==> src/rtl/bin2bcd_seq_if.sv <==
// rtl/bin2bcd_seq_if.sv - start/done handshake and result bundle for bin2bcd_seq
interface bin2bcd_seq_if #(
  parameter int BIN_W  = 8,
  parameter int DIGITS = 3
);
  logic                  start;
  logic [BIN_W-1:0]      bin_in;
  logic                  busy;
  logic                  done;
  logic [4*DIGITS-1:0]   bcd_out;
  logic [DIGITS-1:0]     blank;
  logic                  ovf;

  modport master (output start, bin_in, input busy, done, bcd_out, blank, ovf);
  modport slave  (input start, bin_in, output busy, done, bcd_out, blank, ovf);
endinterface

==> src/rtl/bin2bcd_seq.sv <==
// rtl/bin2bcd_seq.sv - sequential double-dabble binary to packed BCD with leading-zero blank mask
module bin2bcd_seq #(
  parameter int BIN_W  = 8,
  parameter int DIGITS = 3
) (
  input  logic          clk,
  input  logic          resetn,
  bin2bcd_seq_if.slave  bus
);
  localparam int BW = 4 * DIGITS;
  localparam int CW = $clog2(BIN_W + 1);
  localparam logic [DIGITS-1:0] BLANK_RST = {DIGITS{1'b1}} << 1;

  typedef enum logic {IDLE, SHIFT} state_t;

  state_t            state, state_nxt;
  logic [BIN_W-1:0]  shreg, shreg_nxt;
  logic [BW-1:0]     scr, scr_nxt;
  logic [CW-1:0]     cnt, cnt_nxt;
  logic              ovf_s, ovf_s_nxt;
  logic              busy_q, busy_nxt;
  logic              done_q, done_nxt;
  logic [BW-1:0]     bcd_q, bcd_nxt;
  logic [DIGITS-1:0] blank_q, blank_nxt;
  logic              ovf_q, ovf_nxt;

  logic [BW-1:0]     adj;
  logic [BW-1:0]     shifted;
  logic [DIGITS-1:0] mask;
  logic              zero_above;

  always_ff @(posedge clk) begin
    if (!resetn) begin
      state   <= IDLE;
      shreg   <= '0;
      scr     <= '0;
      cnt     <= '0;
      ovf_s   <= 1'b0;
      busy_q  <= 1'b0;
      done_q  <= 1'b0;
      bcd_q   <= '0;
      blank_q <= BLANK_RST;
      ovf_q   <= 1'b0;
    end else begin
      state   <= state_nxt;
      shreg   <= shreg_nxt;
      scr     <= scr_nxt;
      cnt     <= cnt_nxt;
      ovf_s   <= ovf_s_nxt;
      busy_q  <= busy_nxt;
      done_q  <= done_nxt;
      bcd_q   <= bcd_nxt;
      blank_q <= blank_nxt;
      ovf_q   <= ovf_nxt;
    end
  end

  always_comb begin
    state_nxt = state;
    shreg_nxt = shreg;
    scr_nxt   = scr;
    cnt_nxt   = cnt;
    ovf_s_nxt = ovf_s;
    busy_nxt  = busy_q;
    done_nxt  = 1'b0;
    bcd_nxt   = bcd_q;
    blank_nxt = blank_q;
    ovf_nxt   = ovf_q;

    // Add-3 per nibble with no inter-nibble carry, then shift one bit in from the binary side.
    adj = scr;
    for (int i = 0; i < DIGITS; i++) begin
      if (scr[4*i +: 4] >= 4'd5) adj[4*i +: 4] = scr[4*i +: 4] + 4'd3;
    end
    shifted = {adj[BW-2:0], shreg[BIN_W-1]};

    // A digit is blanked only when it and every digit above it are zero; digit 0 always shows.
    mask       = '0;
    zero_above = 1'b1;
    for (int i = DIGITS - 1; i >= 1; i--) begin
      zero_above = zero_above & (shifted[4*i +: 4] == 4'd0);
      mask[i]    = zero_above;
    end

    case (state)
      IDLE: begin
        if (bus.start) begin
          shreg_nxt = bus.bin_in;
          scr_nxt   = '0;
          ovf_s_nxt = 1'b0;
          cnt_nxt   = CW'(BIN_W);
          busy_nxt  = 1'b1;
          state_nxt = SHIFT;
        end
      end
      SHIFT: begin
        scr_nxt   = shifted;
        shreg_nxt = shreg << 1;
        ovf_s_nxt = ovf_s | adj[BW-1];
        cnt_nxt   = cnt - CW'(1);
        if (cnt == CW'(1)) begin
          bcd_nxt   = shifted;
          ovf_nxt   = ovf_s | adj[BW-1];
          blank_nxt = mask;
          done_nxt  = 1'b1;
          busy_nxt  = 1'b0;
          state_nxt = IDLE;
        end
      end
      default: state_nxt = IDLE;
    endcase
  end

  assign bus.busy    = busy_q;
  assign bus.done    = done_q;
  assign bus.bcd_out = bcd_q;
  assign bus.blank   = blank_q;
  assign bus.ovf     = ovf_q;
endmodule

==> src/flat_wrapper.sv <==
// flat-port wrapper written by rule: the top's interface ports become plain ports
module bin2bcd_seq_flat 
#(
  parameter int BIN_W  = 8,
  parameter int DIGITS = 3
)
  (clk, resetn, bus_start, bus_bin_in, bus_busy, bus_done, bus_bcd_out, bus_blank, bus_ovf);
  bin2bcd_seq_if #(.BIN_W(BIN_W), .DIGITS(DIGITS)) bus_i ();
  input  logic clk;
  input  logic resetn;
  input wire logic [$bits(bus_i.start)-1:0] bus_start;
  input wire logic [$bits(bus_i.bin_in)-1:0] bus_bin_in;
  output wire logic [$bits(bus_i.busy)-1:0] bus_busy;
  output wire logic [$bits(bus_i.done)-1:0] bus_done;
  output wire logic [$bits(bus_i.bcd_out)-1:0] bus_bcd_out;
  output wire logic [$bits(bus_i.blank)-1:0] bus_blank;
  output wire logic [$bits(bus_i.ovf)-1:0] bus_ovf;
  assign bus_i.start = bus_start;
  assign bus_i.bin_in = bus_bin_in;
  assign bus_busy = bus_i.busy;
  assign bus_done = bus_i.done;
  assign bus_bcd_out = bus_i.bcd_out;
  assign bus_blank = bus_i.blank;
  assign bus_ovf = bus_i.ovf;
  bin2bcd_seq #(.BIN_W(BIN_W), .DIGITS(DIGITS)) u_core (.clk(clk), .resetn(resetn), .bus(bus_i));
endmodule
==> config.mk <==
export PLATFORM = sky130hd
export DESIGN_NAME = bin2bcd_seq_flat
export DESIGN_NICKNAME = d
export VERILOG_FILES = /design/src/rtl/bin2bcd_seq_if.sv /design/src/rtl/bin2bcd_seq.sv /design/src/flat_wrapper.sv
export SDC_FILE = /design/constraint.sdc
export NUM_CORES = 1
export LEC_CHECK = 0
export BUFFER_PORTS_ARGS = -buffer_cell sky130_fd_sc_hd__clkbuf_2
export CORE_ASPECT_RATIO = 0.6
export CORE_UTILIZATION = 43
export DETAILED_ROUTE_END_ITERATION = 10
export PLACE_DENSITY_LB_ADDON = 0.15
export SYNTH_ARGS = -nofsm -noshare
export SYNTH_HDL_FRONTEND = slang
export SYNTH_SLANG_ARGS = --single-unit
==> constraint.sdc <==
create_clock -name clk -period 1.96 [get_ports clk]
set_clock_uncertainty 0.15 [all_clocks]
set_input_delay 0.196 -clock clk [delete_from_list [all_inputs] [get_ports clk]]
set_output_delay 0.196 -clock clk [all_outputs]
set_load 0.01 [all_outputs]
==> flow_summary.ini <==
[worst_setup_path]
worstReg2RegStart = u_core.scr[8]
rr_worst_depth = 7
worst_setup_path_start = u_core.scr[8]
setup.worst_path.start_class = register
cp_data_required_time_ps = 2030
worst_setup_path_end_kind = register
data_arrival_time_of_the_worst_path_ps = 1850
timing_worst_setup_path_type = reg -> reg
critical_path_peak_fanout = 5

[die]
floorplan.die.width_microns = 89.98
initial_core_util_pct = 46.67
core_area_sq_um = 4279
floorplan.die.height_microns = 54.79
placementRows = 18
io_pins = 29
fp.dieArea_sq_um = 4929

[min_path]
hold-path-cell-count = 3
min_from = bus_bin_in[0]
hold_path_class = in -> reg

[outcome]
status = finished clean

[logic_synthesis]
ys_top_cells_by_area = dfxtp_1, a21oi_1, nor2_1
synth_edf_count = 0
syn_avg_cell_area_sq_um = 8.151
synth.net_count = 264
synth_warnings = 0
count_leader_synth = dfxtp_1
ys_seq_area_share_pct = 43.11
synth_largest_type_area_fraction_pct = 43.11
synthTopCellsByCount = dfxtp_1, nor2_1, a21oi_1, nand2_1, mux2i_1
synth_seq_cells = 43
ys.flop_type = dfxtp_1
post_synth_instance_area_sq_um = 1997
synth_area_leader_cell = dfxtp_1
synth_cell_type_count = 34
netlist_instances = 245
async_reset_ff_share_pct = 0

[clock_tree]
clock_sink_count = 43
ctsHtreeMaxLevel = 2
cts_inserted_buffers = 5
clk_latency_ps = 300
clock-root-buffer = clkbuf_8
cts_tree = built
post_cts_hold_buffer_count = 0
postcts_setup_bufs = 0
max-clock-path-buffers = 2
cts.reportedPaths.clkPinSlew_ps = 80
post_cts_resized = 0

[finish]
syn2layout_area_growth_pct = 15.41
layout-drive-gt1-share_pct = 18.68
multiInputGateArea_sq_um = 1023
final_net_count = 291
seq_area_sq_um = 860.8
final.fill_count = 422
antenna_cells = 0

[timing]
rsz0062_at_grt = false
timing.setup.tns_ps = 0
period_share_pct = 90.82
setup_slack_ps = 179.9
finalHoldViolCount = 0
max_freq_ghz = 0.5618
setup-violations-final = 0
period_needed_ps = 1780
drv_slew = 0

[routing]
dr_total_vias = 1657
routed_via_density = 4.976
detail_route.drc_violations = 0
final_antenna_net_count = 0
routed_wl_mm = 4.388
detailed_route_iter0_violations = 69
drt_pre_antenna_iters = 4
detail_route.wl_per_cell_microns = 13.18

[power_and_ir_drop]
power_per_cell_area_nw_per_um2 = 743.8
power.static_leakage_nw = 0.9744
worst_vdd_drop_uv = 345.9

[global_route]
grt_start_max_net_pins = 21
grt_first_pass_wirelength_mm = 7.369
grt_remaining_overflow = 0
gr-usage-all-layers_pct = 19.80
antenna_found_initial = 0
number_of_global_route_vias_before_repair = 1489

[placed_design]
dp.final_hpwl_mm = 3.126
pre_cts_ws_ps = 178.2
place_congestion = 0.7860
buffer_ports.inserted = 27

[flow_run]
maxCapViolCount = 0
[worst max-delay path, cell delays in order, from the launching register on]
cell	delay, ps
dfxtp_1	360
inv_1	90
ha_1	190
nand2b_1	90
a21oi_2	240
mux2i_1	250
nand3_2	110
o31ai_2	240
[final cells by class]
cell class	instances	area share [%]
Inverter	11	1.792
Timing Repair Buffer	34	8.686
Sequential cell	43	37.35
Multi-Input combinational cell	177	44.41
Tap cell	60	3.257
Clock buffer	7	4.180
Clock inverter	1	0.3257
[layout by cell type, fill, tap and decap left out, drive strengths merged, types with 6 or more instances in the layout]
cell type,instances
clkbuf,34
nor2,40
nand2,26
o21ai,6
mux2i,13
and3,6
a21oi,37
nor3,10
inv,11
ha,8
buf,7
dfxtp,43
[kinds of logic after synthesis]
group                    share of synthesized area [%]
multiplexers                                     6.516
flip-flops                                       43.11
AND/OR/NAND/NOR                                  22.31
adder cells (fa/ha/maj)                          5.013
buffers and inverters                            5.639
AO/OA/AOI/OAI                                    15.91
XOR/XNOR                                         1.316
other                                           0.1878
[worst paths after layout]
path / endpoint / slack, ps
setup / recovery: u_core.bus.blank[1] / 180
setup reg to reg: u_core.bus.blank[1] / 180
hold reg to reg: u_core.bus.bcd_out[10] / 310
hold / removal: u_core.shreg[0] / 50
[sequential cells by signal, indices dropped and copies added (netlist names)]
register            flops
u_core.bus.bcd_out     12
u_core.bus.blank        2
u_core.bus.busy         1
u_core.bus.done         1
u_core.bus.ovf          1
u_core.cnt              4
u_core.ovf_s            1
u_core.scr             12
u_core.shreg            8
u_core.state            1
[metal layers]
layer / track usage (%) / share of wire, % / vias to the layer above
li1: - / - / 879
met1: 28.44 / 56 / 740
met2: 28.33 / 38 / 31
met3: 5.417 / 4.9 / 7
met4: 6.989 / 1.3 / 0
met5: 0 / 0 / -
[report_power, final]
| group | internal, mW | switching (mW) | leakage [nW] |
|---|---|---|---|
| clock network | 0.321 | 0.314 | 0.0505 |
| registers | 0.900 | 0.0212 | 0.349 |
| logic | 0.0634 | 0.0949 | 0.575 |
[per-stage QoR]
step	cell area, sq um	power (mW)	hold slack [ps]	util (%)	instances
after floorplan	1997	1.047	163.7	-	245
after global placement	2201	1.098	294.4	51.43	325
after detailed placement	2201	1.099	296.3	51.43	325
after CTS	2305	1.724	46.52	53.86	333
after global routing	2305	1.791	91.41	53.86	333
final	2305	1.714	51.44	53.86	333
(Power assumes the default switching activity.)
